<file path="config.mk">
export PLATFORM = sky130hd
export DESIGN_NAME = sga_direction_encoder_flat
export DESIGN_NICKNAME = d
export VERILOG_FILES = /design/src/rtl/sga_direction_encoder_if.sv /design/src/rtl/sga_direction_encoder.sv /design/src/flat_wrapper.sv
export SDC_FILE = /design/constraint.sdc
export NUM_CORES = 1
export LEC_CHECK = 0
export ABC_AREA = 1
export BUFFER_PORTS_ARGS = -buffer_cell sky130_fd_sc_hd__buf_2
export CAP_MARGIN = 20
export CORE_ASPECT_RATIO = 0.6
export CORE_MARGIN = 2
export CORE_UTILIZATION = 65
export CTS_CLUSTER_DIAMETER = 50
export DETAILED_ROUTE_END_ITERATION = 6
export PLACE_DENSITY_LB_ADDON = 0.2
export REMOVE_ABC_BUFFERS = 1
export SLEW_MARGIN = 20
export SYNTH_ARGS = -nofsm -noshare
export SYNTH_HDL_FRONTEND = slang
export SYNTH_SLANG_ARGS = --single-unit
</file>
<file path="constraint.sdc">
create_clock -name clock -period 8.8 [get_ports clock]
set_input_delay 2.2 -clock clock [delete_from_list [all_inputs] [get_ports clock]]
set_output_delay 2.2 -clock clock [all_outputs]
set_load 0.05 [all_outputs]
</file>
<file path="src/rtl/sga_direction_encoder_if.sv">
// -----------------------------------------------------------------------------
// sga_direction_encoder_if
// Bundles the button inputs, control-unit strobes and direction outputs of the
// snake-game direction encoder.
//
// Signals:
//   buttons[3:0]  raw push-buttons, active-high ([0]=X+, [1]=X-, [2]=Y+, [3]=Y-)
//   enable        high while a game is running
//   load_default  one-cycle pulse: committed direction -> 00, pending cleared
//   move_tick     one-cycle pulse at each head-position commit
//   direction     committed direction code (00 X+, 01 X-, 10 Y+, 11 Y-)
//   pending       an accepted request is waiting for move_tick
//   played        one-cycle pulse on any debounced button rising edge
//   accepted      one-cycle pulse when a request is written into pending
//   state_dbg     control FSM state (0 = IDLE, 1 = ARMED)
//
// Handshake: there is no valid/ready pairing on this bus. load_default and
// move_tick are single-cycle strobes sampled on every rising clock edge;
// played and accepted are single-cycle strobes that the consumer must sample
// on the cycle they are high (they are never held or retried).
//
// Modports:
//   slave  - the encoder itself
//   master - the control unit / testbench side
// -----------------------------------------------------------------------------
interface sga_direction_encoder_if;
    logic [3:0] buttons;
    logic       enable;
    logic       load_default;
    logic       move_tick;
    logic [1:0] direction;
    logic       pending;
    logic       played;
    logic       accepted;
    logic       state_dbg;

    modport slave (
        input  buttons,
        input  enable,
        input  load_default,
        input  move_tick,
        output direction,
        output pending,
        output played,
        output accepted,
        output state_dbg
    );

    modport master (
        output buttons,
        output enable,
        output load_default,
        output move_tick,
        input  direction,
        input  pending,
        input  played,
        input  accepted,
        input  state_dbg
    );
endinterface

</file>
<file path="src/rtl/sga_direction_encoder.sv">
// -----------------------------------------------------------------------------
// sga_direction_encoder
// Turns four raw push-buttons into a committed snake direction. Each button is
// synchronised (2 FFs), debounced (DEBOUNCE_CYCLES stable samples) and
// edge-detected. A debounced rising edge becomes a direction request which,
// if it is neither a repeat of the reference direction nor a reversal of the
// committed direction, is parked in a single-entry pending register until the
// next move_tick commits it.
//
// Parameters:
//   DEBOUNCE_CYCLES  stable synchronised samples needed to accept a change
//   CNT_W            debounce counter width, 2**CNT_W > DEBOUNCE_CYCLES
//
// Ports:
//   clock  system clock, rising edge
//   reset  asynchronous, active-high, clears all state
//   bus    sga_direction_encoder_if.slave (buttons, strobes, outputs)
// -----------------------------------------------------------------------------
module sga_direction_encoder #(
    parameter int DEBOUNCE_CYCLES = 50000,
    parameter int CNT_W           = 16
) (
    input  logic                    clock,
    input  logic                    reset,
    sga_direction_encoder_if.slave  bus
);

    typedef enum logic {
        IDLE  = 1'b0,
        ARMED = 1'b1
    } state_t;

    localparam logic [CNT_W-1:0] CNT_MAX = CNT_W'(DEBOUNCE_CYCLES - 1);

    // Button front end
    logic [3:0]       sync1_q;
    logic [3:0]       sync2_q;
    logic [3:0]       deb_q;
    logic [3:0]       deb_d_q;
    logic [CNT_W-1:0] cnt_q [4];
    logic [3:0]       rise;

    // Request decode
    logic       req_valid;
    logic [1:0] req_code;

    // Control
    state_t     state_q;
    state_t     state_d;
    logic [1:0] dir_q;
    logic [1:0] pend_code_q;
    logic       pending;
    logic       commit_fire;
    logic [1:0] commit_dir;
    logic [1:0] ref_dir;
    logic       reversal;
    logic       accept;
    logic       played_q;
    logic       accepted_q;

    // -------------------------------------------------------------------------
    // Synchroniser, debouncer and edge-detect history
    // -------------------------------------------------------------------------
    always_ff @(posedge clock or posedge reset) begin
        if (reset) begin
            sync1_q <= '0;
            sync2_q <= '0;
            deb_q   <= '0;
            deb_d_q <= '0;
            for (int i = 0; i < 4; i++) begin
                cnt_q[i] <= '0;
            end
        end else begin
            sync1_q <= bus.buttons;
            sync2_q <= sync1_q;
            deb_d_q <= deb_q;
            for (int i = 0; i < 4; i++) begin
                if (sync2_q[i] == deb_q[i]) begin
                    cnt_q[i] <= '0;
                end else if (cnt_q[i] == CNT_MAX) begin
                    // DEBOUNCE_CYCLES consecutive disagreeing samples seen
                    cnt_q[i] <= '0;
                    deb_q[i] <= ~deb_q[i];
                end else begin
                    cnt_q[i] <= cnt_q[i] + CNT_W'(1);
                end
            end
        end
    end

    assign rise = deb_q & ~deb_d_q;

    // Lowest button index wins when several edges land in the same cycle;
    // the button index is also the direction code.
    always_comb begin
        req_valid = |rise;
        req_code  = 2'b11;
        if (rise[0]) begin
            req_code = 2'b00;
        end else if (rise[1]) begin
            req_code = 2'b01;
        end else if (rise[2]) begin
            req_code = 2'b10;
        end
    end

    // -------------------------------------------------------------------------
    // Request evaluation
    // -------------------------------------------------------------------------
    assign pending     = (state_q == ARMED);
    assign commit_fire = bus.move_tick && pending;

    // On a move_tick cycle the old pending code is committed first, so both
    // the duplicate check and the reversal check see the post-commit value.
    assign commit_dir  = commit_fire ? pend_code_q : dir_q;
    assign ref_dir     = bus.move_tick ? commit_dir
                                       : (pending ? pend_code_q : dir_q);
    // Same axis (bit 1 equal), opposite sense (bit 0 differs)
    assign reversal    = (req_code[1] == commit_dir[1]) &&
                         (req_code[0] != commit_dir[0]);
    assign accept      = bus.enable && !bus.load_default && req_valid &&
                         (req_code != ref_dir) && !reversal;

    // -------------------------------------------------------------------------
    // Control FSM: IDLE = nothing pending, ARMED = request awaiting move_tick
    // -------------------------------------------------------------------------
    always_ff @(posedge clock or posedge reset) begin
        if (reset) begin
            state_q <= IDLE;
        end else begin
            state_q <= state_d;
        end
    end

    always_comb begin
        state_d = state_q;
        if (bus.load_default || !bus.enable) begin
            state_d = IDLE;
        end else begin
            case (state_q)
                IDLE: begin
                    if (accept) begin
                        state_d = ARMED;
                    end
                end
                ARMED: begin
                    // A simultaneous accept re-arms with the new code
                    if (accept) begin
                        state_d = ARMED;
                    end else if (bus.move_tick) begin
                        state_d = IDLE;
                    end
                end
                default: state_d = IDLE;
            endcase
        end
    end

    // -------------------------------------------------------------------------
    // Direction / pending code registers and output strobes
    // -------------------------------------------------------------------------
    always_ff @(posedge clock or posedge reset) begin
        if (reset) begin
            dir_q       <= 2'b00;
            pend_code_q <= 2'b00;
            played_q    <= 1'b0;
            accepted_q  <= 1'b0;
        end else begin
            played_q   <= req_valid;
            accepted_q <= accept;
            if (bus.load_default) begin
                dir_q       <= 2'b00;
                pend_code_q <= 2'b00;
            end else begin
                if (bus.enable && commit_fire) begin
                    dir_q <= pend_code_q;
                end
                if (accept) begin
                    pend_code_q <= req_code;
                end
            end
        end
    end

    assign bus.direction = dir_q;
    assign bus.pending   = pending;
    assign bus.played    = played_q;
    assign bus.accepted  = accepted_q;
    assign bus.state_dbg = logic'(state_q);

endmodule

</file>
<file path="src/flat_wrapper.sv">
// flat-port wrapper written by rule: the top's interface ports become plain ports
module sga_direction_encoder_flat 
#(
    parameter int DEBOUNCE_CYCLES = 50000,
    parameter int CNT_W           = 16
)
  (clock, reset, bus_buttons, bus_enable, bus_load_default, bus_move_tick, bus_direction, bus_pending, bus_played, bus_accepted, bus_state_dbg);
  sga_direction_encoder_if bus_i ();
  input  logic clock;
  input  logic reset;
  input wire logic [$bits(bus_i.buttons)-1:0] bus_buttons;
  input wire logic [$bits(bus_i.enable)-1:0] bus_enable;
  input wire logic [$bits(bus_i.load_default)-1:0] bus_load_default;
  input wire logic [$bits(bus_i.move_tick)-1:0] bus_move_tick;
  output wire logic [$bits(bus_i.direction)-1:0] bus_direction;
  output wire logic [$bits(bus_i.pending)-1:0] bus_pending;
  output wire logic [$bits(bus_i.played)-1:0] bus_played;
  output wire logic [$bits(bus_i.accepted)-1:0] bus_accepted;
  output wire logic [$bits(bus_i.state_dbg)-1:0] bus_state_dbg;
  assign bus_i.buttons = bus_buttons;
  assign bus_i.enable = bus_enable;
  assign bus_i.load_default = bus_load_default;
  assign bus_i.move_tick = bus_move_tick;
  assign bus_direction = bus_i.direction;
  assign bus_pending = bus_i.pending;
  assign bus_played = bus_i.played;
  assign bus_accepted = bus_i.accepted;
  assign bus_state_dbg = bus_i.state_dbg;
  sga_direction_encoder #(.DEBOUNCE_CYCLES(DEBOUNCE_CYCLES), .CNT_W(CNT_W)) u_core (.clock(clock), .reset(reset), .bus(bus_i));
endmodule
</file>
* After elaboration in Yosys (flattened, before gate mapping)
Cells that the tools add are included.
** Storage, ports and cells
- Output and inout port bits :: 6
- Register bits after elaboration :: 87
** Cells by class
- Equal/unequal tests :: 11
- Add/subtract/negate cells :: 4
- Multiplexer cells :: 23
- Reduce and logical (&&, ||, !) cells :: 18
- Bitwise logic cells :: 11
** Operators with widths (number)
- $mux 16 :: 8
- $add 16x1->16 const B :: 4
- $eq 16x16->1 const B :: 4
- $mux 2 :: 9
- $not 1->1 :: 9
- $reduce_and 2->1 :: 4
- $logic_and 1x1->1 :: 7
- $eq 1x1->1 :: 5
- $mux 1 :: 5
- $and 4x4->4 :: 1
- $not 4->4 :: 1
- $reduce_bool 2->1 :: 2
- $reduce_or 4->1 :: 1
- $logic_not 1->1 :: 3
- $ne 2x2->1 :: 1
- $pmux 1 s2 :: 1
- $logic_or 1x1->1 :: 1
- $ne 1x1->1 :: 1

* Depth between registers and ports, before layout
Gate-level depths: netlist of the first run.
- Depth after elaboration :: 12
- Gate-level depth with buffers :: 11
- Depth with buffers taken out :: 10

* Least setup slack after synthesis of the first run
No wires, ideal clock.
- Path type :: reg-to-output
- Start point :: register u_core.state_q, in the netlist u_core.bus.pending
- End point :: output bus_state_dbg
- Path slack :: 5.695 ns
- Data arrival time :: 0.905 ns
- Cell stages (with the launch flop) :: 2
- Required time :: 6.600 ns
- Path buffers :: 1
- Cells stage by stage :: dfrtp_1 -> buf_4
** RTL lines
- start: declaration :: RTL line sga_direction_encoder.sv:48 : state_t state_q;
- start signal: assignment :: RTL line sga_direction_encoder.sv:131 : state_q <= state_d;
- end: declaration :: RTL line flat_wrapper.sv:19 : output wire logic [$bits(bus_i.state_dbg)-1:0] bus_state_dbg;
No word-level cell between the ends.

* Worst setup path in the final report of the first run
- Start point :: register u_core.state_q, in the netlist u_core.bus.pending
- End point :: output bus_state_dbg
No word-level cell between the ends.

==> results.cfg, run 1 <==
[power]
power.switching_uw = 161
power_frac_clock = 0.383
power_uw = 707
p_int_uw = 546
pwr_density_cell_nw_per_um2 = 150
p_seq_frac = 0.579
p_leak_nw = 2.14
switching_share = 0.228
irDropWorstVdd_mv = 0.129
combPwrFrac = 0.037

[drt]
first_pass_iters = 4
drc = 0
final_antenna_net_count = 0
wl_per_cell_um = 12.8
vias = 3422
drt_iter0_drc = 265
viasPerCell = 5.32
drt_wl_total_um = 8210

[sta]
fin_skew_ps = 7.10
finalHoldViolations = 0
post-route-period-util = 0.386
rsz0062_at_grt = false
worst_slew_pin_slew_ps = 774
fmax_mhz = 294
slew_violations = 0
period_minus_slack_ps = 3400
setup-violations-final = 0
slew-limit-headroom = 0.481
setup_tns_ps = 0

[place]
portBuffers = 14
gp_congestion = 0.876
dp_hpwl_um = 5840

[global_routing]
grt_usage = 0.252
grt_pass1_wl_um = 14000
grt_antenna_before_repair = 0
grt_max_degree = 88
grt-ovfl-total = 0
grt_pass1_vias = 3010

[critical_path]
path_depth = 1
crit_chain = buf_2
rr_worst_depth = 8
path_buf_inv = 1
worstPathArrival_ps = 1200
slowest_stage = dfrtp_1
crit_type = flip-flop to output pin
cp_max_fo = 10
critPathLaunchType = flip-flop
critPathMaxStageDelay_ps = 510
worstPathRequired_ps = 6600
cp-end-kind = output pin
cp_top_family = flip-flops

[yosys]
synth_edf_count = 0
ys_ff_latch = 87
ys_types = 35
async_reset_ff_frac = 1.00
synth_compound_area_frac = 0.0490
syn-cell-area_sq_um = 4340
yosysTopAreaCellShare = 0.501
synth_top_cells_by_count = nand2_1 (94), nor2_1 (90), dfrtp_1 (87)
yosysMostFrequentCell = nand2_1
synth_flop_cell = dfrtp_1
synth_top_family_by_area = simple AND/OR/NAND/NOR gates
postSynthCellCount = 529
synthSimpleGateAreaFrac = 0.317
avgSynthCellArea_sq_um = 8.21
synth.area.top_cells = dfrtp_1 (50%), nand2_1 (8.1%), nor2_1 (7.8%), inv_1 (6.6%), nand3_1 (4.4%)
muxShareOfSynthArea = 0
seq_area_frac_synth = 0.501
synth_area_leader_cell = dfrtp_1
synth_fa_ha_area_frac = 0.0115
synthXorXnorAreaFrac = 0.0464
ys.warnings.count = 0

[clocking]
post_cts_resized = 0
clk_path_buf_depth = 2
cts_buffers = 9
clk_pin_slew_ps = 80
postCtsSetupBuffers = 0
htreeDepth = 3
cts_hold_buf = 0
cts.sinks = 87
cts_tree = yes
clock_tree.root_cell = clkbuf_8
clk_latency_ps = 370

[min_path]
worstHoldPathCells = 0
hold_path_class = flip-flop to flip-flop

[cells_and_area]
drive_gt1_frac = 0.103
nNetsFinal = 564
n_antenna_cell = 0
syn2layout_area_growth_pct = 8.21

[outcome]
status = completed

[floorplan]
num_rows = 23
initial_utilization = 0.662
core_region_area_sq_um = 6560
die-area_sq_um = 7370
ios = 15
die-height_um = 67.3
die_w_um = 110

[job]
maxCapViolations = 0
[cell usage in the layout (no fill, tap or decap), types with 4 or more instances in the layout]
cell type  Yosys  layout
nand3_1       38      38
xor2_1        17      17
nor2_1        90      90
nor2_4         4       4
xnor2_1        6       6
nand4_1       11      11
nor3b_1        7       7
clkbuf_8       0      13
nand2_1       94      94
and3_1         4       4
nand2_2        4       4
a21oi_1       16      16
nor3_1        26      26
buf_2          0      14
dfrtp_1       87      87
ha_1           4       4
o21ai_0       11      11
inv_1         76      75
[flip-flops by register name, summed over array words and instances (netlist names)]
register	count
u_core.bus.accepted	1
u_core.bus.direction	2
u_core.bus.pending	1
u_core.bus.played	1
u_core.cnt_q	64
u_core.deb_d_q	4
u_core.deb_q	4
u_core.pend_code_q	2
u_core.sync1_q	4
u_core.sync2_q	4
[worst paths after layout]
kind,end,slack [ps],startpoint
worst min register to register,u_core.sync2_q[2]$_DFF_PP0_,360,u_core.sync1_q[2]$_DFF_PP0_
min in group asynchronous,u_core.cnt_q[45]$_DFF_PP0_,2030,reset
worst max register to register,u_core.cnt_q[45]$_DFF_PP0_,7100,u_core.cnt_q[39]$_DFF_PP0_
max in group asynchronous,u_core.cnt_q[9]$_DFF_PP0_,6280,reset
worst min-delay path,u_core.sync2_q[2]$_DFF_PP0_,360,u_core.sync1_q[2]$_DFF_PP0_
worst max-delay path,bus_state_dbg,5400,u_core.bus.pending$_DFF_PP0_
[through the flow]
| stage | instances | area, sq um | util | setup WS (ps) | hold WS (ps) |
|---|---|---|---|---|---|
| final | 643 | 4700 | 0.716 | 5400 | 363 |
| after global routing | 643 | 4700 | 0.716 | 5330 | 378 |
| after CTS | 643 | 4700 | 0.716 | 5400 | 367 |
| after detailed placement | 627 | 4500 | 0.686 | 5520 | 348 |
| after global placement | 627 | 4500 | 0.686 | 5530 | 347 |
| after floorplan | 525 | 4310 | - | 4350 | 331 |
[per-layer routing]
metal  global-route usage  share of wire  vias to the layer above
met2                0.355           0.43                       70
li1                     -              -                     1727
met1                0.370           0.51                     1614
met5                    0              0                        -
met3               0.0734          0.043                       11
met4               0.0997          0.016                        0
[layout make-up]
class | count | area, sq um
multi-input cells | 359 | 1840
fillers | 478 | 1860
clock buffers | 14 | 183
flip-flops and latches | 87 | 2180
well taps | 87 | 109
repair buffers | 15 | 81.3
inverters | 79 | 298
clock inverters | 2 | 12.5
[power by group through the flow]
stage | registers (mW) | logic [mW] | clock network (mW)
2_1_floorplan | 0.417 | 0.0189 | 0
3_3_place_gp | 0.417 | 0.0260 | 0
3_5_place_dp | 0.418 | 0.0269 | 0
4_1_cts | 0.410 | 0.0271 | 0.278
5_1_grt | 0.411 | 0.0311 | 0.293
6_report | 0.410 | 0.0265 | 0.271
[logic make-up (layout without fill, tap and decap cells)]
logic type / count (synthesis) / after routing
AOI/OAI and AO/OA: 38 / 38
buffers and inverters: 83 / 110
adders and majority gates: 4 / 4
DFF: 87 / 87
and+or+nand+nor: 294 / 294
xor gates and xnor gates: 23 / 23
Power figures use the tool's default switching activity.
==> run 2, diff against run 1 <==
- ABC_AREA: 1 -> 0
- CORE_UTILIZATION: 65 -> 61
- clock period: 8.8 -> 3.3 ns (I/O delays scaled with it)
==> run 2 against run 1 <==
Count of clock-buffer cells in the layout fell by 1. Synthesized cell count fell by 30%. Critical path depth increased by 5. Hold slack worse by 7.5 ps. Cell area fell by 8.8%. Wire length shrank 21%. Sequential share of layout area increased by 4.5 points. Final cell count fell by 25%.
==> results.cfg, run 2 <==
[power]
irDropWorstVdd_mv = 0.268
combPwrFrac = 0.034
p_leak_nw = 2.00
pwr_density_cell_nw_per_um2 = 439
power_mw = 1.88
power_frac_clock = 0.383
switching_share = 0.216
p_seq_frac = 0.583
power.switching_uw = 407
p_int_mw = 1.47

[cells_and_area]
nNetsFinal = 406
layout_common_cells = dfrtp_1 (87), nor2_1 (80), xor2_1 (33), xnor2_1 (30), nand3_1 (25)
post-route-util = 0.695
stdcell_count = 482
nFillCells = 484
syn2layout_area_growth_pct = 9.49
seqCellArea_sq_um = 2180
drive_gt1_frac = 0.101
final_common_cell = dfrtp_1
multi_input_area_sq_um = 1690
max_flop_register = u_core.cnt_q
n_antenna_cell = 0
largest_register_ffs = 64

[clocking]
clock_tree.root_cell = clkbuf_8
htreeDepth = 3
cts.sinks = 87
cts_buffers = 9
cts_hold_buf = 0
cts_tree = yes
clk_path_buf_depth = 2
clk_latency_ps = 350
post_cts_resized = 0
clk_pin_slew_ps = 80
postCtsSetupBuffers = 0

[yosys]
ys_types = 35
synth_flop_cell = dfrtp_1
ys_ff_latch = 87
synth_top_cells_by_count = dfrtp_1 (87), nor2_1 (80), xor2_1 (33)
syn-cell-area_sq_um = 3910
avgSynthCellArea_sq_um = 10.5
postSynthCellCount = 371
synth.area.top_cells = dfrtp_1 (56%), nor2_1 (7.7%), xor2_1 (7.4%), xnor2_1 (6.7%), nand3_1 (3.2%)
seq_area_frac_synth = 0.556
yosysMostFrequentCell = dfrtp_1
async_reset_ff_frac = 1.00
synth_area_leader_cell = dfrtp_1
ys.warnings.count = 0
synth_edf_count = 0
yosysTopAreaCellShare = 0.556

[sta]
post-route-period-util = 0.586
finalHoldViolations = 0
worst_slew_pin_slew_ps = 624
fmax_mhz = 517
setup_tns_ps = 0
hold_slack_ps = 355
slew_violations = 0
rsz0062_at_grt = false
fin_skew_ps = 8.10
period_minus_slack_ps = 1930
slew-limit-headroom = 0.583
setup-violations-final = 0

[place]
dp_cells = 466
dp_hpwl_um = 4470
gp_congestion = 0.827
portBuffers = 14

[floorplan]
die_w_um = 107
die-area_sq_um = 7090
ios = 15
initial_utilization = 0.635
die-height_um = 66.0
core_region_area_sq_um = 6170
num_rows = 22

[critical_path]
critPathLaunchType = flip-flop
worstPathArrival_ps = 2160
crit_type = flip-flop to flip-flop
worstPathRequired_ps = 3530
slowest_stage = dfrtp_1
cp-end-kind = flip-flop
cp_max_fo = 7
path_buf_inv = 0
crit_chain = mux2i_1 > nor3b_1 > o21ba_1 > a211oi_2 > o31ai_2 > mux2_4
cp_top_family = multiplexers
critPathMaxStageDelay_ps = 460

[outcome]
status = completed

[drt]
drt_iter0_drc = 188
drc = 0
drt_wl_total_um = 6480
vias = 2548
viasPerCell = 5.29
wl_per_cell_um = 13.4
final_antenna_net_count = 0
first_pass_iters = 4

[min_path]
hold_path_class = flip-flop to flip-flop

[global_routing]
grt_max_degree = 53
grt_usage = 0.213
grt_pass1_wl_um = 11700
grt_antenna_before_repair = 0
grt-ovfl-total = 0
grt_pass1_vias = 2482

[job]
maxCapViolations = 0
## run 2: cell types whose count changed in the layout (fill, tap and decap cells not counted), moves of 13 or more
| cell | previous run | this run |
|---|---|---|
| xnor2_1 | 6 | 30 |
| nand3_1 | 38 | 25 |
| xor2_1 | 17 | 33 |
| nor3_1 | 26 | 11 |
| a21oi_1 | 16 | 2 |
| and3_1 | 4 | 19 |
| nand2_1 | 94 | 23 |
| inv_1 | 75 | 4 |
## run 2: final timing paths
| path | start | to | slack (ps) | cells after the start |
|---|---|---|---|---|
| worst max-delay path | u_core.bus.pending$_DFF_PP0_ | u_core.pend_code_q[1]$_DFFE_PP0P_ | 1370 | 6 |
| worst min-delay path | u_core.sync1_q[1]$_DFF_PP0_ | u_core.sync2_q[1]$_DFF_PP0_ | 360 | 0 |
| worst max register to register | u_core.bus.pending$_DFF_PP0_ | u_core.pend_code_q[1]$_DFFE_PP0P_ | 1370 | 6 |
| worst min register to register | u_core.sync1_q[1]$_DFF_PP0_ | u_core.sync2_q[1]$_DFF_PP0_ | 360 | 0 |
| max in group asynchronous | reset | u_core.cnt_q[59]$_DFF_PP0_ | 2110 | 3 |
| min in group asynchronous | reset | u_core.cnt_q[42]$_DFF_PP0_ | 530 | 2 |
## run 2: per-stage QoR
step	setup slack (ps)	cell area (sq um)
finish	1370	4290
global route	1210	4290
CTS	1340	4290
detailed placement	1080	4090
global placement	1130	4090
floorplan	225	3890
## run 2: power groups by stage
stage	clock network, mW	registers (mW)	logic, mW
final	0.719	1.10	0.0644
after global routing	0.781	1.10	0.0772
after CTS	0.745	1.10	0.0669
after detailed placement	0	1.12	0.0667
after global placement	0	1.12	0.0649
after floorplan	0	1.11	0.0435
## run 2: metal layers
layer	vias to the layer above	global-route usage	part of all wire
met5	-	0	0
met4	0	0.0817	0.0090
met3	6	0.0463	0.043
met2	44	0.305	0.41
met1	1217	0.320	0.53
li1	1281	-	-
## run 2: final cells by class
cell class | instances | area share
Sequential cell | 87 | 0.508
Multi-Input combinational cell | 274 | 0.395
Clock buffer | 13 | 0.0347
Tap cell | 84 | 0.0245
Timing Repair Buffer | 16 | 0.0228
Clock inverter | 3 | 0.00993
Inverter | 5 | 0.00467
## run 2: cells by family (layout without fill, tap and decap cells)
kind of cell | after synthesis | count (layout) | synth area share
adder cells (fa/ha/maj) | 4 | 4 | 0.0128
XOR/XNOR | 63 | 63 | 0.141
AO/OA/AOI/OAI | 8 | 8 | 0.0176
AND/OR/NAND/NOR | 187 | 187 | 0.228
flip-flops | 87 | 87 | 0.556
buffers and inverters | 10 | 37 | 0.0109
multiplexers | 12 | 12 | 0.0336
## run 2: worst register-to-register path, stage by stage, from the launching register on
cell and delay [ps]:
dfrtp_1 460, mux2i_1 370, nor3b_1 90, o21ba_1 220, a211oi_2 220, o31ai_2 150
mux2_4 310
==> run 3, diff against run 2 <==
- CORE_UTILIZATION: 61 -> 55
- clock period: 3.3 -> 1.61 ns (I/O delays scaled with it)
==> run 3 against run 2 <==
The run now ends with DRC, setup timing left. Hold slack lost 230 ps. Combinational power grew 140%. Global-route usage shrank 2.0 points. Clock skew shrank 1.8 ps. Critical path depth is the same. Via count grew 4.0%. Largest cell class unchanged. Largest power group unchanged.
==> results.cfg, run 3 (synthesis gave the netlist of run 2 again) <==
[outcome]
status = finished, violations left
violations = DRC, setup timing

[sta]
worst_slew_pin_slew_ps = 466
finalHoldViolations = 0
worst_slack_ps = -127
period_minus_slack_ps = 1740
slew_violations = 0
post-route-period-util = 1.08
rsz0062_at_grt = true
slew-limit-headroom = 0.690
fmax_mhz = 576
fin_skew_ps = 6.29
setup-violations-final = 4

[critical_path]
crit_chain = and2b_2 > o21bai_4 > xnor2_2 > a21oi_2 > o31ai_2 > mux2_4
crit_type = flip-flop to flip-flop
path_buf_inv = 0
cp-end-kind = flip-flop
worstPathArrival_ps = 1960
r2r_slack_ps = -130
r2r-end = u_core.pend_code_q[1]$_DFFE_PP0P_
slowest_stage = dfrtp_1
cp_top_family = compound AO/OA/AOI/OAI gates
path_depth = 6
critPathLaunchType = flip-flop
cp_max_fo = 4
timing.rr.start = u_core.deb_q[1]$_DFFE_PP0P_
rr_worst_depth = 6
worstPathRequired_ps = 1830
critPathMaxStageDelay_ps = 370

[cells_and_area]
nFillCells = 502
largest_register_ffs = 64
layout_common_cells = dfrtp_1 (85), nor2_1 (78), xor2_1 (33), xnor2_1 (29), buf_4 (28)
final_common_cell = dfrtp_1
syn2layout_area_growth_pct = 19.9
nNetsFinal = 434
drive_gt1_frac = 0.200
n_antenna_cell = 0
max_flop_register = u_core.cnt_q
post-route-util = 0.691

[clocking]
clock_tree.root_cell = clkbuf_16
postCtsSetupBuffers = 0
clk_latency_ps = 340
cts_tree = yes
cts.sinks = 87
cts_buffers = 9
clk_pin_slew_ps = 60
cts_hold_buf = 0
clk_path_buf_depth = 2
htreeDepth = 3

[drt]
wl_per_cell_um = 13.3
final_antenna_net_count = 0
viasPerCell = 5.17
drc = 3
drt_iter0_drc = 188
drt_wl_total_um = 6830
vias = 2650
first_pass_iters = 7

[power]
power_mw = 4.44
p_leak_nw = 2.20
pwr_density_cell_nw_per_um2 = 946
irDropWorstVdd_mv = 0.740

[floorplan]
num_rows = 23
initial_utilization = 0.576
ios = 15
core_region_area_sq_um = 6790
die-height_um = 69.3
die_w_um = 113
die-area_sq_um = 7830

[place]
dp_hpwl_um = 4660
preCtsSetupSlack_ps = -196
portBuffers = 14
gp_congestion = 0.820

[min_path]
hold_path_class = primary input to async pin

[global_routing]
grt_antenna_before_repair = 0
grt-ovfl-total = 0
grt_usage = 0.193
grt_pass1_wl_um = 11800
grt_pass1_vias = 2562
grt_max_degree = 88

[job]
maxCapViolations = 0
[run 3: cell types whose count changed in the layout (fill, tap and decap cells not counted), sizes merged]
cell / before / now
clkinvlp: 1 / 0
clkinv: 2 / 4
clkbuf: 13 / 12
buf: 16 / 44
[run 3: final cells by class]
class	instances	area, sq um	share of cell area
Tap cell	87	109	0.0232
Sequential cell	87	2180	0.465
Timing Repair Buffer	44	320	0.0683
Clock inverter	4	45.0	0.00960
Inverter	5	20.0	0.00427
Multi-Input combinational cell	274	1770	0.378
Clock buffer	12	246	0.0525
[run 3: tightest hold or removal path, stage by stage]
cell and delay, ps:
buf_2 100, clkinv_2 50, buf_12 330
[run 3: layer usage]
metal  track usage  part of all wire  up-vias
met2         0.257              0.40       30
met4        0.0447            0.0088        0
met1         0.296              0.54     1275
met5             0                 0        -
met3        0.0769             0.044        6
li1              -                 -     1339
[run 3: how the worst max path moves through the flow]
stage,start,endpoint,slack [ps]
finish,u_core.deb_q[1]$_DFFE_PP0P_,u_core.pend_code_q[1]$_DFFE_PP0P_,-130
global route,u_core.deb_q[1]$_DFFE_PP0P_,u_core.pend_code_q[0]$_DFFE_PP0P_,-210
CTS,u_core.bus.pending$_DFF_PP0_,u_core.pend_code_q[1]$_DFFE_PP0P_,-120
detailed placement,u_core.bus.pending$_DFF_PP0_,u_core.pend_code_q[1]$_DFFE_PP0P_,-200
floorplan,reset,u_core.bus.accepted$_DFF_PP0_,-1040
global placement,bus_move_tick,u_core.pend_code_q[1]$_DFFE_PP0P_,-120
[run 3: repair_timing]
| action | CTS | global route |
|---|---|---|
| gates cloned | 0 | 0 |
| gates resized for setup | 2 | 18 |
| setup endpoints to repair | 4 | 34 |
| pin swaps | 4 | 7 |
[run 3: through the flow]
step,cell area (sq um),std cells,hold WS [ps],setup TNS [ps]
CTS,4620,513,158,-233
detailed placement,4320,497,336,-519
global route,4690,513,151,-684
floorplan,3890,366,331,-94850
finish,4690,513,130,-307
global placement,4320,497,336,-257
[run 3: where the power goes]
| part | switching (mW) | internal (mW) |
|---|---|---|
| Clock | 0.799 | 1.24 |
| Sequential | 0.0263 | 2.22 |
| Combinational | 0.0973 | 0.0589 |
